File: config.mk
export PLATFORM = sky130hd
export DESIGN_NAME = bp_stats_monitor
export DESIGN_NICKNAME = d
export VERILOG_FILES = /design/src/rtl/bp_stats_monitor.sv
export SDC_FILE = /design/constraint.sdc
export NUM_CORES = 1
export LEC_CHECK = 0
export ABC_AREA = 1
export BUFFER_PORTS_ARGS = -buffer_cell sky130_fd_sc_hd__buf_2
export CAP_MARGIN = 25
export CORE_AREA = 2 2 208 159
export DETAILED_ROUTE_END_ITERATION = 8
export DIE_AREA = 0 0 210 161
export PLACE_DENSITY_LB_ADDON = 0.12
export SETUP_SLACK_MARGIN = 0.05
export SYNTH_ARGS = -nofsm -noshare
export SYNTH_HDL_FRONTEND = slang
export SYNTH_SLANG_ARGS = --single-unit
File: constraint.sdc
create_clock -name clk_i -period 6.3 [get_ports clk_i]
set_input_delay 1.89 -clock clk_i [delete_from_list [all_inputs] [get_ports clk_i]]
set_output_delay 1.89 -clock clk_i [all_outputs]
set_load 0.01 [all_outputs]
File: src/rtl/bp_stats_monitor.sv
// Branch-prediction statistics: saturating live counters, snapshot on dump_req_i, 4-word valid/ready readout.
// Counts visible 1 cycle after the event; words held stable while stalled. Optional BP_STATS_HALT_DUMP_EN adds halt-triggered dump.
module bp_stats_monitor #(
  parameter int          CNT_W     = 32,
  parameter logic [31:0] HALT_INSN = 32'h0000_006F
) (
  input  logic             clk_i,
  input  logic             rst_i,
  input  logic             enable_i,
  input  logic             clear_i,
  input  logic             instr_vld_i,
  input  logic [31:0]      instr_i,
  input  logic             br_instr_i,
  input  logic             br_miss_i,
  input  logic             dump_req_i,
  output logic             out_valid_o,
  input  logic             out_ready_i,
  output logic [CNT_W-1:0] out_data_o,
  output logic [1:0]       out_idx_o,
  output logic             out_last_o,
  output logic             busy_o,
  output logic             orphan_o,
  output logic             halted_o
);

  typedef enum logic {IDLE, SEND} state_t;

  localparam logic [CNT_W-1:0] CNT_MAX = '1;
  localparam logic [CNT_W-1:0] CNT_ONE = {{(CNT_W-1){1'b0}}, 1'b1};

  state_t           state_q, state_d;
  logic [1:0]       idx_q, idx_d;
  logic [CNT_W-1:0] cyc_q, cyc_d, ins_q, ins_d, br_q, br_d, miss_q, miss_d;
  logic [CNT_W-1:0] snap_q [4];
  logic [CNT_W-1:0] snap_d [4];
  logic             orphan_q, orphan_d, halted_q, halted_d;
  logic             cnt_en, halt_hit, dump_go;

  function automatic logic [CNT_W-1:0] sat_inc(input logic [CNT_W-1:0] v, input logic inc);
    return (inc && (v != CNT_MAX)) ? v + CNT_ONE : v;
  endfunction

`ifdef BP_STATS_HALT_DUMP_EN
  // A halt freezes counting until clear_i; the halt cycle itself still counts.
  assign cnt_en   = enable_i && !halted_q;
  assign halt_hit = cnt_en && instr_vld_i && (instr_i == HALT_INSN);
`else
  logic unused_halt;
  assign cnt_en      = enable_i;
  assign halt_hit    = 1'b0;
  assign unused_halt = ^{instr_i, HALT_INSN};
`endif

  assign dump_go = dump_req_i || halt_hit;

  always_comb begin
    cyc_d    = sat_inc(cyc_q,  cnt_en);
    ins_d    = sat_inc(ins_q,  cnt_en && instr_vld_i);
    br_d     = sat_inc(br_q,   cnt_en && br_instr_i);
    miss_d   = sat_inc(miss_q, cnt_en && br_instr_i && br_miss_i);
    orphan_d = orphan_q || (cnt_en && br_miss_i && !br_instr_i);
    halted_d = halted_q || halt_hit;
    if (clear_i) begin
      cyc_d    = '0;
      ins_d    = '0;
      br_d     = '0;
      miss_d   = '0;
      orphan_d = 1'b0;
      halted_d = 1'b0;
    end
  end

  // Next-state: snapshot takes the post-update counter values of the request cycle.
  always_comb begin
    state_d = state_q;
    idx_d   = idx_q;
    for (int i = 0; i < 4; i++) snap_d[i] = snap_q[i];
    case (state_q)
      IDLE: begin
        if (dump_go) begin
          snap_d[0] = cyc_d;
          snap_d[1] = ins_d;
          snap_d[2] = br_d;
          snap_d[3] = miss_d;
          idx_d     = 2'd0;
          state_d   = SEND;
        end
      end
      SEND: begin
        if (out_ready_i) begin
          idx_d = idx_q + 2'd1;
          if (idx_q == 2'd3) state_d = IDLE;
        end
      end
      default: state_d = IDLE;
    endcase
  end

  always_comb begin
    out_valid_o = (state_q == SEND);
    busy_o      = (state_q == SEND);
    out_data_o  = (state_q == SEND) ? snap_q[idx_q] : '0;
    out_idx_o   = (state_q == SEND) ? idx_q : 2'd0;
    out_last_o  = (state_q == SEND) && (idx_q == 2'd3);
    orphan_o    = orphan_q;
    halted_o    = halted_q;
  end

  always_ff @(posedge clk_i) begin
    if (rst_i) begin
      state_q  <= IDLE;
      idx_q    <= 2'd0;
      cyc_q    <= '0;
      ins_q    <= '0;
      br_q     <= '0;
      miss_q   <= '0;
      orphan_q <= 1'b0;
      halted_q <= 1'b0;
      for (int i = 0; i < 4; i++) snap_q[i] <= '0;
    end else begin
      state_q  <= state_d;
      idx_q    <= idx_d;
      cyc_q    <= cyc_d;
      ins_q    <= ins_d;
      br_q     <= br_d;
      miss_q   <= miss_d;
      orphan_q <= orphan_d;
      halted_q <= halted_d;
      for (int i = 0; i < 4; i++) snap_q[i] <= snap_d[i];
    end
  end

endmodule

==> run_results.csv, run 1 <==
group,metric,value,unit
hold_path,min_delay_path_depth,2,
setup_path,slowest_delay,600,ps
sta,tightest_slew,1060,ps
finish,fin_util,0.488,
drt,vias,13000,
global_route,grt_pass1_wl,64900,microns
die,row_count,57,
synthesis,syn_inst,2052,
pwr,p_leak,6.19,nW
finish,fillers,3201,
finish,diodes,0,
placement,dp_slack,2020,ps
pwr,ir_worst_vdd,137,uV
sta,setup_viol,0,
sta,tns,0,ps
sta,final_max_slew_viol_count,0,
sta,hold_viol_final,0,
synthesis,synth_edf_count,128,
setup_path,r2r_end,"snap_q[2][14]$_SDFFCE_PN0P_",
run_status,outcome,"completed",
global_route,grt_pass1_vias,11700,
synthesis,seq_area_frac_synth,0.461,
setup_path,crit_family,"buffers and inverters",
setup_path,worstSetupPathType,"flop to output pin",
setup_path,reg2reg_depth,11,
clock_network,cts_made_buffers,27,
synthesis,syn_avg_cell_area,6.91,sq um
synthesis,syn_nets,2098,
sta,clock.fmax,211,MHz
sta,min_period,4740,ps
finish,fin_nets,2097,
placement,portBuffers,46,
setup_path,worstPathArrival,2850,ps
clock_network,clk_pin_slew,60,ps
drt,antenna_left,0,
synthesis,synth-seq-cells,262,
setup_path,worst_ep_required_time,4410,ps
synthesis,yosys-top-cells-area,"edfxtp_1, dfxtp_1, nor2_1",
setup_path,critPathSlowestCell,"o21ai_0",
synthesis,synth_flop_cell,"dfxtp_1",
clock_network,cts_root_buf,"clkbuf_16",
hold_path,hold_start,"idx_q[1]$_SDFFE_PP0P_",
clock_network,cts-resized-gates,0,
placement,post-place-cells,2434,
setup_path,worstSetupStartpointType,"flop",
global_route,overflow,0,
sta,slew_headroom,0.294,
global_route,track_usage,0.245,
sta,setup_slack,1560,ps
die,start_util,0.445,
setup_path,r2r_slack,3710,ps
setup_path,end_kind,"output pin",
setup_path,worstPathMaxFanout,42,
drt,viasPerCell,5.24,
die,die_h,161,microns
drt,wl_per_cell,16.6,microns
global_route,antenna_found_initial,2,
clock_network,cts_tree,"built",
hold_path,min_path_type,"flop to flop",
synthesis,syn_area,14200,sq um
die,die_area,33800,sq um
finish,area_growth,9.77,%
clock_network,cts.sinks,262,
synthesis,yosys.area.top_type,"edfxtp_1",
clock_network,clkLatencyLatePin,550,ps
drt,drc,0,
die,fp.dieW,210,microns
die,core_area,31900,sq um
sta,rsz0062_at_grt,"false",
sta,post-route-period-util,0.753,
clock_network,cts-htree-levels,1,
placement,placed_area,14700,sq um
synthesis,yosysWarnings,0,
synthesis,synthArstFlopShare,0,
global_route,grt_max_degree,104,
sta,skew,14.4,ps
drt,drt_iter0_markers,1272,
clock_network,clockBufferDepth,3,
flow_run,drv_cap,0,
placement,gp_congestion,0.910,
setup_path,path_cells,"clkinv_1, buf_4, o21ai_0, a21oi_1, buf_2",
drt,drtPass1Iterations,5,
sta,hold_ws,502,ps
die,pin_count,80,
finish,fin_cells,2484,
synthesis,synth_top_area_share,0.271,
pwr,p_total,3.64,mW
setup_path,worstReg2RegStart,"br_q[0]$_SDFF_PP0_",
pwr,cellPowerDensity,234,nW/um^2
setup_path,cp_num_buf_inv,3,
clock_network,ctsHoldBuffers,0,
finish,stdcell_area,15600,sq um
finish,multi_input_area,6380,sq um
clock_network,cts_setup_buffers,0,
finish,drive_gt1_frac,0.0657,
synthesis,synth_cell_type_count,35,
placement,dpl.hpwl,29300,microns
finish,seq_area,6530,sq um
drt,wirelength,41200,microns
## layer usage
metal | vias up | share of wire | global-route usage
met4 | 2 | 0.029 | 0.0667
met1 | 6037 | 0.50 | 0.388
li1 | 6528 | - | -
met2 | 391 | 0.39 | 0.335
met5 | - | 0.00029 | 0
met3 | 59 | 0.076 | 0.0457
## kinds of logic (layout without fill, tap and decap cells)
kind of cell	count (synthesis)	after routing	share of synthesized area
AO/OA/AOI/OAI	114	114	0.0422
XOR/XNOR	7	7	0.00433
adder cells (fa/ha/maj)	5	5	0.00441
buffers and inverters	322	341	0.0901
flip-flops	262	262	0.461
other	1	1	0.000265
AND/OR/NAND/NOR	1341	1341	0.398
## synthesized netlist by cell type, types with 4 or more instances
cell	number
nand3_1	247
nand4_1	36
a21oi_1	34
nor2_1	556
clkbuf_1	56
nor3_1	23
o21ai_0	69
ha_1	5
buf_4	4
buf_1	5
edfxtp_1	128
buf_2	21
inv_1	229
nor2_2	8
a21o_1	6
xor2_1	5
nand2_1	439
dfxtp_1	134
nand3_2	19
nand2_2	5
## power breakdown
group,total [mW],switching (mW),internal (mW)
clock,1.57,0.679,0.891
combinational,0.215,0.167,0.0480
sequential,1.86,0.0246,1.83
total,3.64,0.871,2.77
## layout by cell type (no fill, tap or decap), types with 7 or more instances in the layout
cell,n
nand4_1,36
inv_1,228
o21ai_0,69
nor2_2,8
nand3_2,19
edfxtp_1,128
nor2_1,556
dfxtp_1,133
clkbuf_16,27
a21oi_1,34
clkbuf_1,7
buf_4,9
nand3_1,247
nor3_1,23
buf_2,45
nand2_1,437
## layout make-up
type,count,share of cell area
timing repair buffer,59,0.0262
multi-input combinational,1468,0.410
clock inverter,13,0.00724
clock buffer,36,0.0469
tap,413,0.0332
inverter,233,0.0564
sequential,262,0.420
## worst min-delay path, stage by stage (launching register included)
cell	delay [ps]
dfxtp_1	320
nand2_1	70
a21oi_1	60
## state kept, by name, indices dropped and copies added (netlist names), named ones only
register and count:
br_q 32, busy_o 1, cyc_q 32, idx_q 2
ins_q 32, miss_q 32, orphan_o 1, snap_q 128
## worst max path at each step
stage / from / endpoint / slack (ps) / cells after the start
CTS: flop / out_data_o[7] / 1600 / 5
global route: flop / out_data_o[11] / 1480 / 5
finish: flop / out_data_o[7] / 1560 / 5
detailed placement: enable_i / snap_q[3][17]$_SDFFCE_PN0P_ / 2020 / 10
floorplan: dump_req_i / snap_q[0][0]$_SDFFCE_PN0P_ / 900 / 4
global placement: enable_i / snap_q[3][27]$_SDFFCE_PN0P_ / 2050 / 10
No activity file was read; power rests on OpenSTA's default activity.
==> run 2: changes to the inputs <==
==> constraint.sdc (replaced) <==
create_clock -name clk_i -period 4.28 [get_ports clk_i]
set_input_delay 1.284 -clock clk_i [delete_from_list [all_inputs] [get_ports clk_i]]
set_output_delay 1.284 -clock clk_i [all_outputs]
set_load 0.01 [all_outputs]
==> run 2 against run 1 <==
Die area stayed put. Sequential power is 47% higher. Routed wire length is 1.2% higher. Sequential share of layout area is 0.24 points lower. Worst hold slack worse by 1.4 ps. Total power is 49% higher.
==> run_results.csv, run 2 (synthesized netlist as in run 1, its figures left out) <==
group,metric,value,unit
global_route,grt_max_degree,65,
flow_run,drv_cap,0,
drt,wirelength,41700,microns
finish,diodes,0,
finish,largest_register_ffs,128,
clock_network,cts-htree-levels,1,
sta,hold_viol_final,0,
placement,post-place-cells,2443,
drt,antenna_left,0,
global_route,track_usage,0.247,
clock_network,cts_setup_buffers,0,
clock_network,cts.sinks,262,
finish,fin_nets,2106,
finish,largest-register,"snap_q",
sta,hold_ws,501,ps
global_route,grt_pass1_vias,11700,
sta,final_max_slew_viol_count,0,
placement,placed_area,14700,sq um
finish,stdcell_area,15600,sq um
setup_path,worst_ep_required_time,3000,ps
hold_path,min_delay_path_depth,1,
clock_network,ctsHoldBuffers,0,
finish,area_growth,10.4,%
drt,drt_iter0_markers,1256,
run_status,outcome,"completed",
global_route,grt_pass1_wl,65000,microns
setup_path,worstPathMaxFanout,64,
drt,drtPass1Iterations,5,
sta,setup_slack,483,ps
die,start_util,0.445,
sta,tns,0,ps
setup_path,end_kind,"output pin",
clock_network,cts_root_buf,"clkbuf_16",
clock_network,cts-resized-gates,0,
die,row_count,57,
clock_network,clockBufferDepth,3,
setup_path,worstSetupPathType,"flop to output pin",
finish,layout_commonest_cell,"nor2_1",
clock_network,clkLatencyLatePin,560,ps
finish,drive_gt1_frac,0.0712,
sta,tightest_slew,885,ps
clock_network,clk_pin_slew,60,ps
finish,layout_common_cells,"nor2_1, nand2_1, nand3_1",
sta,skew,9.16,ps
placement,dpl.hpwl,30300,microns
drt,wl_per_cell,16.7,microns
drt,drc,0,
global_route,overflow,0,
pwr,p_leak,6.23,nW
die,pin_count,80,
setup_path,reg2reg_depth,11,
sta,clock.fmax,263,MHz
die,fp.dieW,210,microns
clock_network,cts_made_buffers,26,
global_route,antenna_found_initial,0,
hold_path,min_path_type,"flop to flop",
setup_path,worstSetupStartpointType,"flop",
pwr,p_total,5.42,mW
clock_network,cts_tree,"built",
finish,fin_util,0.491,
pwr,ir_worst_vdd,222,uV
die,die_h,161,microns
sta,rsz0062_at_grt,"false",
die,die_area,33800,sq um
die,core_area,31900,sq um
pwr,cellPowerDensity,346,nW/um^2
placement,gp_congestion,0.950,
sta,slew_headroom,0.409,
drt,viasPerCell,5.23,
sta,post-route-period-util,0.887,
placement,dp_slack,840,ps
sta,min_period,3800,ps
placement,portBuffers,46,
sta,setup_viol,0,
drt,vias,13000,
setup_path,worstPathArrival,2510,ps
finish,fin_cells,2493,
run 2: changes by cell type in the layout (fill, tap and decap cells not counted), sizes merged:
cell,delta
clkinvlp,+2
buf,+10
clkbuf,+2
clkinv,-5
run 2: layer usage:
metal | vias up | wire length (microns) | GRT usage
met3 | 65 | 3210 | 0.0389
met5 | - | 0 | 0
met4 | 0 | 1180 | 0.0658
met1 | 5995 | 21300 | 0.398
li1 | 6548 | - | -
met2 | 430 | 16000 | 0.336
run 2: report_power, final:
| part | leakage, nW | internal [mW] | switching [mW] | total (mW) |
|---|---|---|---|---|
| logic | 3.34 | 0.0750 | 0.247 | 0.322 |
| clock network | 0.421 | 1.36 | 1.00 | 2.36 |
| registers | 2.47 | 2.70 | 0.0379 | 2.74 |
run 2: area by class of cell:
class                   instances  area (sq um)
clock buffers                  38           767
clock inverters                10           101
fillers                      3234         16200
inverters                     233           877
multi-input cells            1468          6390
flip-flops and latches        262          6530
well taps                     413           517
repair buffers                 69           463
run 2: final timing paths:
check,start,to,slack (ps)
setup reg to reg,br_q[0]$_SDFF_PP0_,snap_q[2][22]$_SDFFCE_PN0P_,1560
hold reg to reg,orphan_o$_SDFF_PP0_,orphan_o$_SDFF_PP0_,500
setup / recovery,flop,out_data_o[0],480
hold / removal,orphan_o$_SDFF_PP0_,orphan_o$_SDFF_PP0_,500
run 2: critical path: stages (launching register included):
cell	delay [ps]
dfxtp_2	330
buf_4	520
nor2_1	140
nor2_1	180
o21ai_0	220
a21oi_1	350
buf_2	200
==> run 3: changes to the inputs <==
--- a/config.mk
+++ b/config.mk
@@ -7,11 +7,11 @@
 export LEC_CHECK = 0
 export ABC_AREA = 1
 export BUFFER_PORTS_ARGS = -buffer_cell sky130_fd_sc_hd__buf_2
-export CAP_MARGIN = 25
 export CORE_AREA = 2 2 208 159
 export DETAILED_ROUTE_END_ITERATION = 8
 export DIE_AREA = 0 0 210 161
 export PLACE_DENSITY_LB_ADDON = 0.12
+export RECOVER_POWER = 100
 export SETUP_SLACK_MARGIN = 0.05
 export SYNTH_ARGS = -nofsm -noshare
 export SYNTH_HDL_FRONTEND = slang
==> run 3 against run 2 <==
The run now ends with capacitance limit, slew limit left. Sequential power about the same. Count of clock-buffer cells in the layout unchanged. Sequential share of layout area increased by 0.43 points. Combinational power decreased by 4%. Via count increased by 0.12%. Total power decreased by 0.36%. Final area decreased by 1.0%. Global-route usage unchanged. First-iteration DRC count increased by 2.3%. Clock power about the same. Critical path type unchanged. Largest power group unchanged. Highest routed layer unchanged.
==> run_results.csv, run 3 (synthesized netlist as in run 1, its figures left out) <==
group,metric,value,unit
finish,fin_nets,2104,
finish,area_growth,9.27,%
flow_run,drv_cap,1,
clock_network,cts.sinks,262,
die,die_area,33800,sq um
sta,hold_viol_final,0,
clock_network,clkLatencyLatePin,560,ps
finish,diodes,0,
run_status,violations,"capacitance limit, slew limit",
pwr,ir_worst_vdd,220,uV
drt,viasPerCell,5.24,
drt,antenna_left,0,
clock_network,cts-htree-levels,1,
clock_network,clk_pin_slew,60,ps
clock_network,cts_tree,"built",
hold_path,min_delay_path_depth,1,
hold_path,hold_start,"orphan_o$_SDFF_PP0_",
setup_path,r2r_slack,860,ps
drt,vias,13100,
sta,final_max_slew_viol_count,43,
placement,portBuffers,46,
setup_path,worst_ep_required_time,3000,ps
die,fp.dieW,210,microns
global_route,overflow,0,
finish,largest_register_ffs,128,
placement,gp_congestion,0.950,
sta,skew,9.14,ps
placement,placed_area,14700,sq um
setup_path,r2r_end,"snap_q[2][22]$_SDFFCE_PN0P_",
setup_path,cp_num_buf_inv,3,
pwr,p_total,5.40,mW
setup_path,critPathSlowestCell,"o21ai_0",
clock_network,cts_made_buffers,26,
setup_path,worstReg2RegStart,"br_q[0]$_SDFF_PP0_",
drt,wl_per_cell,16.7,microns
sta,post-route-period-util,0.916,
sta,tightest_slew,1640,ps
clock_network,ctsHoldBuffers,0,
die,core_area,31900,sq um
setup_path,path_cells,"clkinv_1, clkbuf_2, o21ai_0, a21oi_1, clkbuf_1",
pwr,cellPowerDensity,349,nW/um^2
global_route,antenna_found_initial,0,
setup_path,crit_family,"buffers and inverters",
finish,drive_gt1_frac,0.0486,
sta,hold_ws,508,ps
setup_path,worstPathArrival,2640,ps
drt,drt_iter0_markers,1285,
die,start_util,0.445,
sta,slew_headroom,-0.0995,
finish,layout_common_cells,"nor2_1, nand2_1, nand3_1",
finish,largest-register,"snap_q",
sta,tns,0,ps
sta,min_period,3920,ps
drt,drtPass1Iterations,5,
global_route,grt_pass1_vias,11700,
hold_path,min_to,"orphan_o$_SDFF_PP0_",
setup_path,worstSetupPathType,"flop to output pin",
setup_path,reg2reg_depth,11,
finish,stdcell_area,15500,sq um
hold_path,min_path_type,"flop to flop",
setup_path,slowest_delay,650,ps
clock_network,clockBufferDepth,3,
pwr,p_leak,6.03,nW
setup_path,crit_cells,5,
global_route,grt_pass1_wl,65000,microns
setup_path,end_kind,"output pin",
sta,clock.fmax,255,MHz
finish,fin_util,0.486,
global_route,track_usage,0.247,
die,die_h,161,microns
setup_path,worstPathMaxFanout,35,
finish,layout_commonest_cell,"nor2_1",
global_route,grt_max_degree,65,
clock_network,cts_setup_buffers,0,
run_status,outcome,"complete, but fails checks",
sta,setup_viol,0,
clock_network,cts-resized-gates,0,
drt,wirelength,41700,microns
drt,drc,0,
clock_network,cts_root_buf,"clkbuf_16",
die,pin_count,80,
sta,rsz0062_at_grt,"false",
die,row_count,57,
placement,dpl.hpwl,30300,microns
setup_path,worstSetupStartpointType,"flop",
[run 3: worst max path at each step]
stage	startpoint	end	slack, ps
finish	flop	out_data_o[8]	360
global route	flop	out_data_o[0]	230
CTS	flop	out_data_o[0]	510
detailed placement	enable_i	snap_q[3][20]$_SDFFCE_PN0P_	840
global placement	enable_i	snap_q[3][20]$_SDFFCE_PN0P_	900
floorplan	dump_req_i	snap_q[0][0]$_SDFFCE_PN0P_	710
[run 3: final cells by class]
| class | count | area, sq um |
|---|---|---|
| Inverter | 233 | 877 |
| Timing Repair Buffer | 67 | 318 |
| Clock inverter | 10 | 101 |
| Sequential cell | 262 | 6530 |
| Clock buffer | 38 | 767 |
| Tap cell | 413 | 517 |
| Fill cell | 3271 | 16400 |
| Multi-Input combinational cell | 1468 | 6380 |
[run 3: through the flow]
| stage | worst slack, ps | std cells |
|---|---|---|
| 4_1_cts | 507 | 2491 |
| 3_3_place_gp | 903 | 2443 |
| 3_5_place_dp | 840 | 2443 |
| 2_1_floorplan | 713 | 2052 |
| 5_1_grt | 231 | 2491 |
| 6_report | 358 | 2491 |
[run 3: routing by layer]
layer  vias to the layer above  wire (microns)  GRT usage
li1                       6536               -          -
met3                        54            3350     0.0389
met1                      6028           21200      0.398
met5                         -               0          0
met4                         0            1060     0.0658
met2                       435           16100      0.336
[run 3: worst register-to-register path, delay by kind of cell (launching register included)]
kind | cells | cell delay, ps
adder cells (fa/ha/maj) | 1 | 240
buffers and inverters | 1 | 660
flip-flops | 1 | 370
AND/OR/NAND/NOR | 9 | 1880
[run 3: where the power goes]
part / switching (mW) / internal [mW]
sequential: 0.0373 / 2.70
clock: 0.995 / 1.36
combinational: 0.247 / 0.0634
